--- src/rtl/sram_arb_pkg.sv ---
// Shared types for the two-master SRAM-bus request arbiter.
// Source IDs and the bundled request-field struct.
package sram_arb_pkg;

   localparam logic SRC_INST = 1'b0;
   localparam logic SRC_DATA = 1'b1;

   typedef logic src_id_t;

   typedef struct packed {
      logic        wr;
      logic [1:0]  size;
      logic [3:0]  wstrb;
      logic [31:0] addr;
      logic [31:0] wdata;
   } req_fields_t;

endpackage

--- src/rtl/id_fifo.sv ---
// Ordered source-ID queue: one entry per accepted, unanswered request.
// Power-of-2 depth, so the pointers wrap on their own.
module id_fifo
   import sram_arb_pkg::*;
#(
   parameter int DEPTH = 4,
   localparam int AW = $clog2(DEPTH),
   localparam int CW = AW + 1
) (
   input  logic          clk,
   input  logic          reset,
   input  logic          push,
   input  logic          pop,
   input  src_id_t       din,
   output src_id_t       dout,
   output logic          empty,
   output logic          full,
   output logic [CW-1:0] count
);

   localparam logic [AW-1:0] P_ONE = AW'(1);
   localparam logic [CW-1:0] C_ONE = CW'(1);

   src_id_t       mem [DEPTH];
   logic [AW-1:0] wr_ptr;
   logic [AW-1:0] rd_ptr;
   logic [CW-1:0] cnt;
   logic          do_push;
   logic          do_pop;

   assign empty   = (cnt == '0);
   assign full    = (cnt == CW'(DEPTH));
   assign count   = cnt;
   assign dout    = mem[rd_ptr];
   assign do_push = push & ~full;
   assign do_pop  = pop & ~empty;

   always_ff @(posedge clk) begin
      if (do_push) mem[wr_ptr] <= din;
   end

   always_ff @(posedge clk or posedge reset) begin
      if (reset) begin
         wr_ptr <= '0;
         rd_ptr <= '0;
         cnt    <= '0;
      end else begin
         if (do_push) wr_ptr <= wr_ptr + P_ONE;
         if (do_pop)  rd_ptr <= rd_ptr + P_ONE;
         case ({do_push, do_pop})
            2'b10:   cnt <= cnt + C_ONE;
            2'b01:   cnt <= cnt - C_ONE;
            default: cnt <= cnt;
         endcase
      end
   end

endmodule

--- src/rtl/sram_req_arbiter.sv ---
// Two-master, one-slave SRAM-bus arbiter with grant lock on stall
// and in-order response routing through a source-ID queue.
module sram_req_arbiter
   import sram_arb_pkg::*;
#(
   parameter int MAX_OUTST = 4,
   localparam int CW = $clog2(MAX_OUTST) + 1
) (
   input  logic          clk,
   input  logic          reset,
   input  logic          inst_req,
   input  logic          inst_wr,
   input  logic [1:0]    inst_size,
   input  logic [3:0]    inst_wstrb,
   input  logic [31:0]   inst_addr,
   input  logic [31:0]   inst_wdata,
   output logic          inst_addr_ok,
   output logic          inst_data_ok,
   output logic [31:0]   inst_rdata,
   input  logic          data_req,
   input  logic          data_wr,
   input  logic [1:0]    data_size,
   input  logic [3:0]    data_wstrb,
   input  logic [31:0]   data_addr,
   input  logic [31:0]   data_wdata,
   output logic          data_addr_ok,
   output logic          data_data_ok,
   output logic [31:0]   data_rdata,
   output logic          mem_req,
   output logic          mem_wr,
   output logic [1:0]    mem_size,
   output logic [3:0]    mem_wstrb,
   output logic [31:0]   mem_addr,
   output logic [31:0]   mem_wdata,
   input  logic          mem_addr_ok,
   input  logic          mem_data_ok,
   input  logic [31:0]   mem_rdata,
   output logic [CW-1:0] outst_cnt,
   output logic          err_spurious
);

   req_fields_t inst_f;
   req_fields_t data_f;
   req_fields_t mem_f;
   src_id_t     grant;
   src_id_t     lock_owner;
   src_id_t     head;
   logic        lock;
   logic        grant_req;
   logic        q_empty;
   logic        q_full;
   logic        accept;
   logic        pop;

   assign inst_f = {inst_wr, inst_size, inst_wstrb, inst_addr, inst_wdata};
   assign data_f = {data_wr, data_size, data_wstrb, data_addr, data_wdata};

   // A stalled owner keeps the grant; otherwise data wins.
   assign grant     = lock ? lock_owner : (data_req ? SRC_DATA : SRC_INST);
   assign grant_req = (grant == SRC_DATA) ? data_req : inst_req;
   assign mem_req   = grant_req & ~q_full;
   assign accept    = mem_req & mem_addr_ok;
   assign pop       = mem_data_ok & ~q_empty;

   assign mem_f = (mem_req && grant == SRC_INST) ? inst_f : data_f;
   assign {mem_wr, mem_size, mem_wstrb, mem_addr, mem_wdata} = mem_f;

   assign inst_addr_ok = accept & (grant == SRC_INST);
   assign data_addr_ok = accept & (grant == SRC_DATA);
   assign inst_data_ok = pop & (head == SRC_INST);
   assign data_data_ok = pop & (head == SRC_DATA);
   assign inst_rdata   = mem_rdata;
   assign data_rdata   = mem_rdata;

   always_ff @(posedge clk or posedge reset) begin
      if (reset) begin
         lock       <= 1'b0;
         lock_owner <= SRC_INST;
      end else if (mem_req) begin
         lock       <= ~mem_addr_ok;
         lock_owner <= grant;
      end
   end

   always_ff @(posedge clk or posedge reset) begin
      if (reset) begin
         err_spurious <= 1'b0;
      end else if (mem_data_ok && q_empty) begin
         err_spurious <= 1'b1;
      end
   end

   id_fifo #(
      .DEPTH (MAX_OUTST)
   ) u_ids (
      .clk   (clk),
      .reset (reset),
      .push  (accept),
      .pop   (pop),
      .din   (grant),
      .dout  (head),
      .empty (q_empty),
      .full  (q_full),
      .count (outst_cnt)
   );

endmodule
--- config.mk ---
export PLATFORM = sky130hd
export DESIGN_NAME = sram_req_arbiter
export DESIGN_NICKNAME = d
export VERILOG_FILES = /design/src/rtl/sram_arb_pkg.sv /design/src/rtl/id_fifo.sv /design/src/rtl/sram_req_arbiter.sv
export SDC_FILE = /design/constraint.sdc
export NUM_CORES = 1
export LEC_CHECK = 0
export BUFFER_PORTS_ARGS = -buffer_cell sky130_fd_sc_hd__buf_4
export CELL_PAD_IN_SITES_DETAIL_PLACEMENT = 0
export CELL_PAD_IN_SITES_GLOBAL_PLACEMENT = 1
export CORE_AREA = 2 2 126 128
export CTS_CLUSTER_SIZE = 28
export DETAILED_ROUTE_END_ITERATION = 7
export DIE_AREA = 0 0 128 130
export GPL_ROUTABILITY_DRIVEN = 0
export PLACE_DENSITY_LB_ADDON = 0.1
export SLEW_MARGIN = 20
export SYNTH_ARGS = -nofsm -noshare
export SYNTH_HDL_FRONTEND = slang
export SYNTH_HIERARCHICAL = 1
export SYNTH_SLANG_ARGS = --single-unit
--- constraint.sdc ---
create_clock -name clk -period 3.1 [get_ports clk]
set_clock_uncertainty 0.1 [all_clocks]
set_input_delay 0.155 -clock clk [delete_from_list [all_inputs] [get_ports clk]]
set_output_delay 0.155 -clock clk [all_outputs]
set_load 0.02 [all_outputs]
==> impl_metrics.tcl <==
set metrics [dict create \
    diodes 0 \
    rows 46 \
    nets 559 \
    clk_pin_slew_ns 0.05 \
    ant_nets 0 \
    wl_um 9460 \
    cp.required_ns 3.16 \
    yosys_warnings 6 \
    synthMuxAreaShare 0.457 \
    htreeDepth 1 \
    synth_xor_area_frac 0.0212 \
    clk_latency_ns 0.24 \
    synthSimpleGateAreaFrac 0.0505 \
    synthesis.area_sq_um 2480 \
    cts_root_buf "clkbuf_16" \
    vdd_drop_max_mv 0.373 \
    synth_top_family_by_area "multiplexers" \
    track_usage 0.0997 \
    num_vias 2054 \
    start_util 0.161 \
    synth_cell_types 30 \
    hold_path.class "input pin to register" \
    drive_gt1_frac 0.847 \
    crit_path_start_kind "register" \
    critPathKind "register to register" \
    cp_data_arrival_time_ns 2.72 \
    cts_tree "yes" \
    port_buffers 227 \
    maxSlewHeadroom 0.698 \
    clock_sinks 14 \
    synth-seq-cells 14 \
    wl_per_cell_um 16.8 \
    die-width_um 128 \
    synthCells 208 \
    status "finished clean" \
    dp_hpwl_um 8280 \
    drv_cap 0 \
    numCtsBuffers 3 \
    dpl.cell_count 559 \
    layout_common_cells "230 x buf_4, 71 x mux2_4, 10 x dfrtp_1" \
    die_area_sq_um 16600 \
    synth_edf_count 4 \
    async_reset_ff_frac 0.714 \
    layout.cells.non_filler 564 \
    cts_buffer_depth 2 \
    antenna_found_initial 0 \
    drt_iter0_markers 47 \
    fin_crit_sh 0.856 \
    via_per_inst 3.64 \
    fmax_ghz 0.377 \
    critPathCaptureType "register" \
    worst-slew-pin-transition_ns 0.454 \
    rsz0062_at_grt "no" \
    grt_max_degree 29 \
    ios 324 \
    p_leak_uw 0.00216 \
    hold_viol_final 0 \
    fin_crit_ns 2.65 \
    synth_nets 394 \
    drc 0 \
    setup_viol 0 \
    avgSynthCellArea_sq_um 11.9 \
    die_h_um 130 \
    synth_fa_ha_area_frac 0.0334 \
    synth_ff_type "dfrtp_1" \
    drt_pass1_iterations 4 \
    cts_resized 0 \
    synth_compound_area_frac 0.0197 \
    grt_pass1_vias 1992 \
    core_area_sq_um 15400 \
    layout_commonest_cell "buf_4" \
    final_max_slew_viol_count 0 \
    seq_area_frac_synth 0.150 \
    worstPathMaxFanout 7 \
    grt.overflow.total 0 \
    tns_ns 0 \
    area_growth_pct 58.4 \
    p_per_area_nw_per_um2 647 \
    grt_pass1_wl_um 12600 \
    power_uw 2540 \
]
-- state kept, by name (all words and copies together), names as in the netlist --
name and count:
u_ids/mem 4, u_ids/count 3, u_ids/rd_ptr 2, u_ids/wr_ptr 2, err_spurious 1, lock 1
lock_owner 1
-- worst max-delay path, stage by stage (launching register included) --
cell and delay, ns:
dfrtp_1 0.46, nor3b_4 0.35, o21bai_1 0.18, a21oi_1 0.09, and2_1 0.17, nor2b_4 0.14, inv_1 0.07, ha_1 0.17
inv_1 0.06, fa_1 0.37, xor2_1 0.15, nor2_1 0.12, xor2_1 0.15
-- where the power goes --
group          switching [uW]  leakage, uW  internal [uW]  total (uW)
logic                     904      0.00197           1030        1930
registers                83.7     0.000150            280         364
clock network            69.4    0.0000385            170         239
total                    1060      0.00216           1480        2540
-- metal layers --
layer  vias to the layer above  wire length, um  GRT usage
li1                        971                -          -
met1                       945             3400      0.106
met2                       138             4960      0.188
met3                         0             1110     0.0492
met4                         0                0    0.00323
met5                         -                0          0
-- cells in the mapped netlist, types with 3 or more instances --
master,n,area share
mux2_4,71,0.43
ha_1,5,0.025
dfrtp_1,10,0.10
xor2_1,3,0.011
edfxtp_1,4,0.049
buf_12,7,0.057
and2_1,4,0.010
xnor2_1,3,0.011
nor2_1,3,0.0045
inv_1,9,0.014
buf_4,64,0.19
-- kinds of logic after synthesis --
kind of cell / count (synthesis)
AO/OA/AOI/OAI: 7
adder cells (fa/ha/maj): 6
AND/OR/NAND/NOR: 18
buffers and inverters: 81
multiplexers: 76
XOR/XNOR: 6
flip-flops: 14
-- final cells by class --
class	instances	area [sq um]
well taps	192	240
fillers	1692	11500
clock inverters	1	3.75
repair buffers	232	1760
multi-input cells	113	1440
clock buffers	3	75.1
inverters	9	33.8
flip-flops and latches	14	370
-- final timing paths --
path	endpoint	slack (ns)	cells past startpoint	startpoint
setup reg to reg	u_ids/count[2]	0.45	12	u_ids/count[0]
min in group asynchronous	err_spurious	0.24	3	reset
setup / recovery	u_ids/count[2]	0.45	12	u_ids/count[0]
max in group asynchronous	u_ids/rd_ptr[1]	2.35	3	reset
hold / removal	err_spurious	0.02	2	mem_data_ok
hold reg to reg	err_spurious	0.36	1	err_spurious
-- per-stage QoR --
step	hold slack, ns	util	instance area, sq um	worst slack, ns
after floorplan	-0.191	-	2480	0.415
after global placement	-0.0518	0.249	3830	0.493
after detailed placement	-0.0486	0.249	3830	0.444
after CTS	0.0177	0.254	3920	0.404
after global routing	0.0295	0.254	3920	0.214
final	0.0203	0.254	3920	0.445
-- what timing repair did --
action,CTS,global route
endpoints found under the hold margin,10,0
hold buffers,1,0
setup buffers,0,0
(Power assumes the default switching activity.)
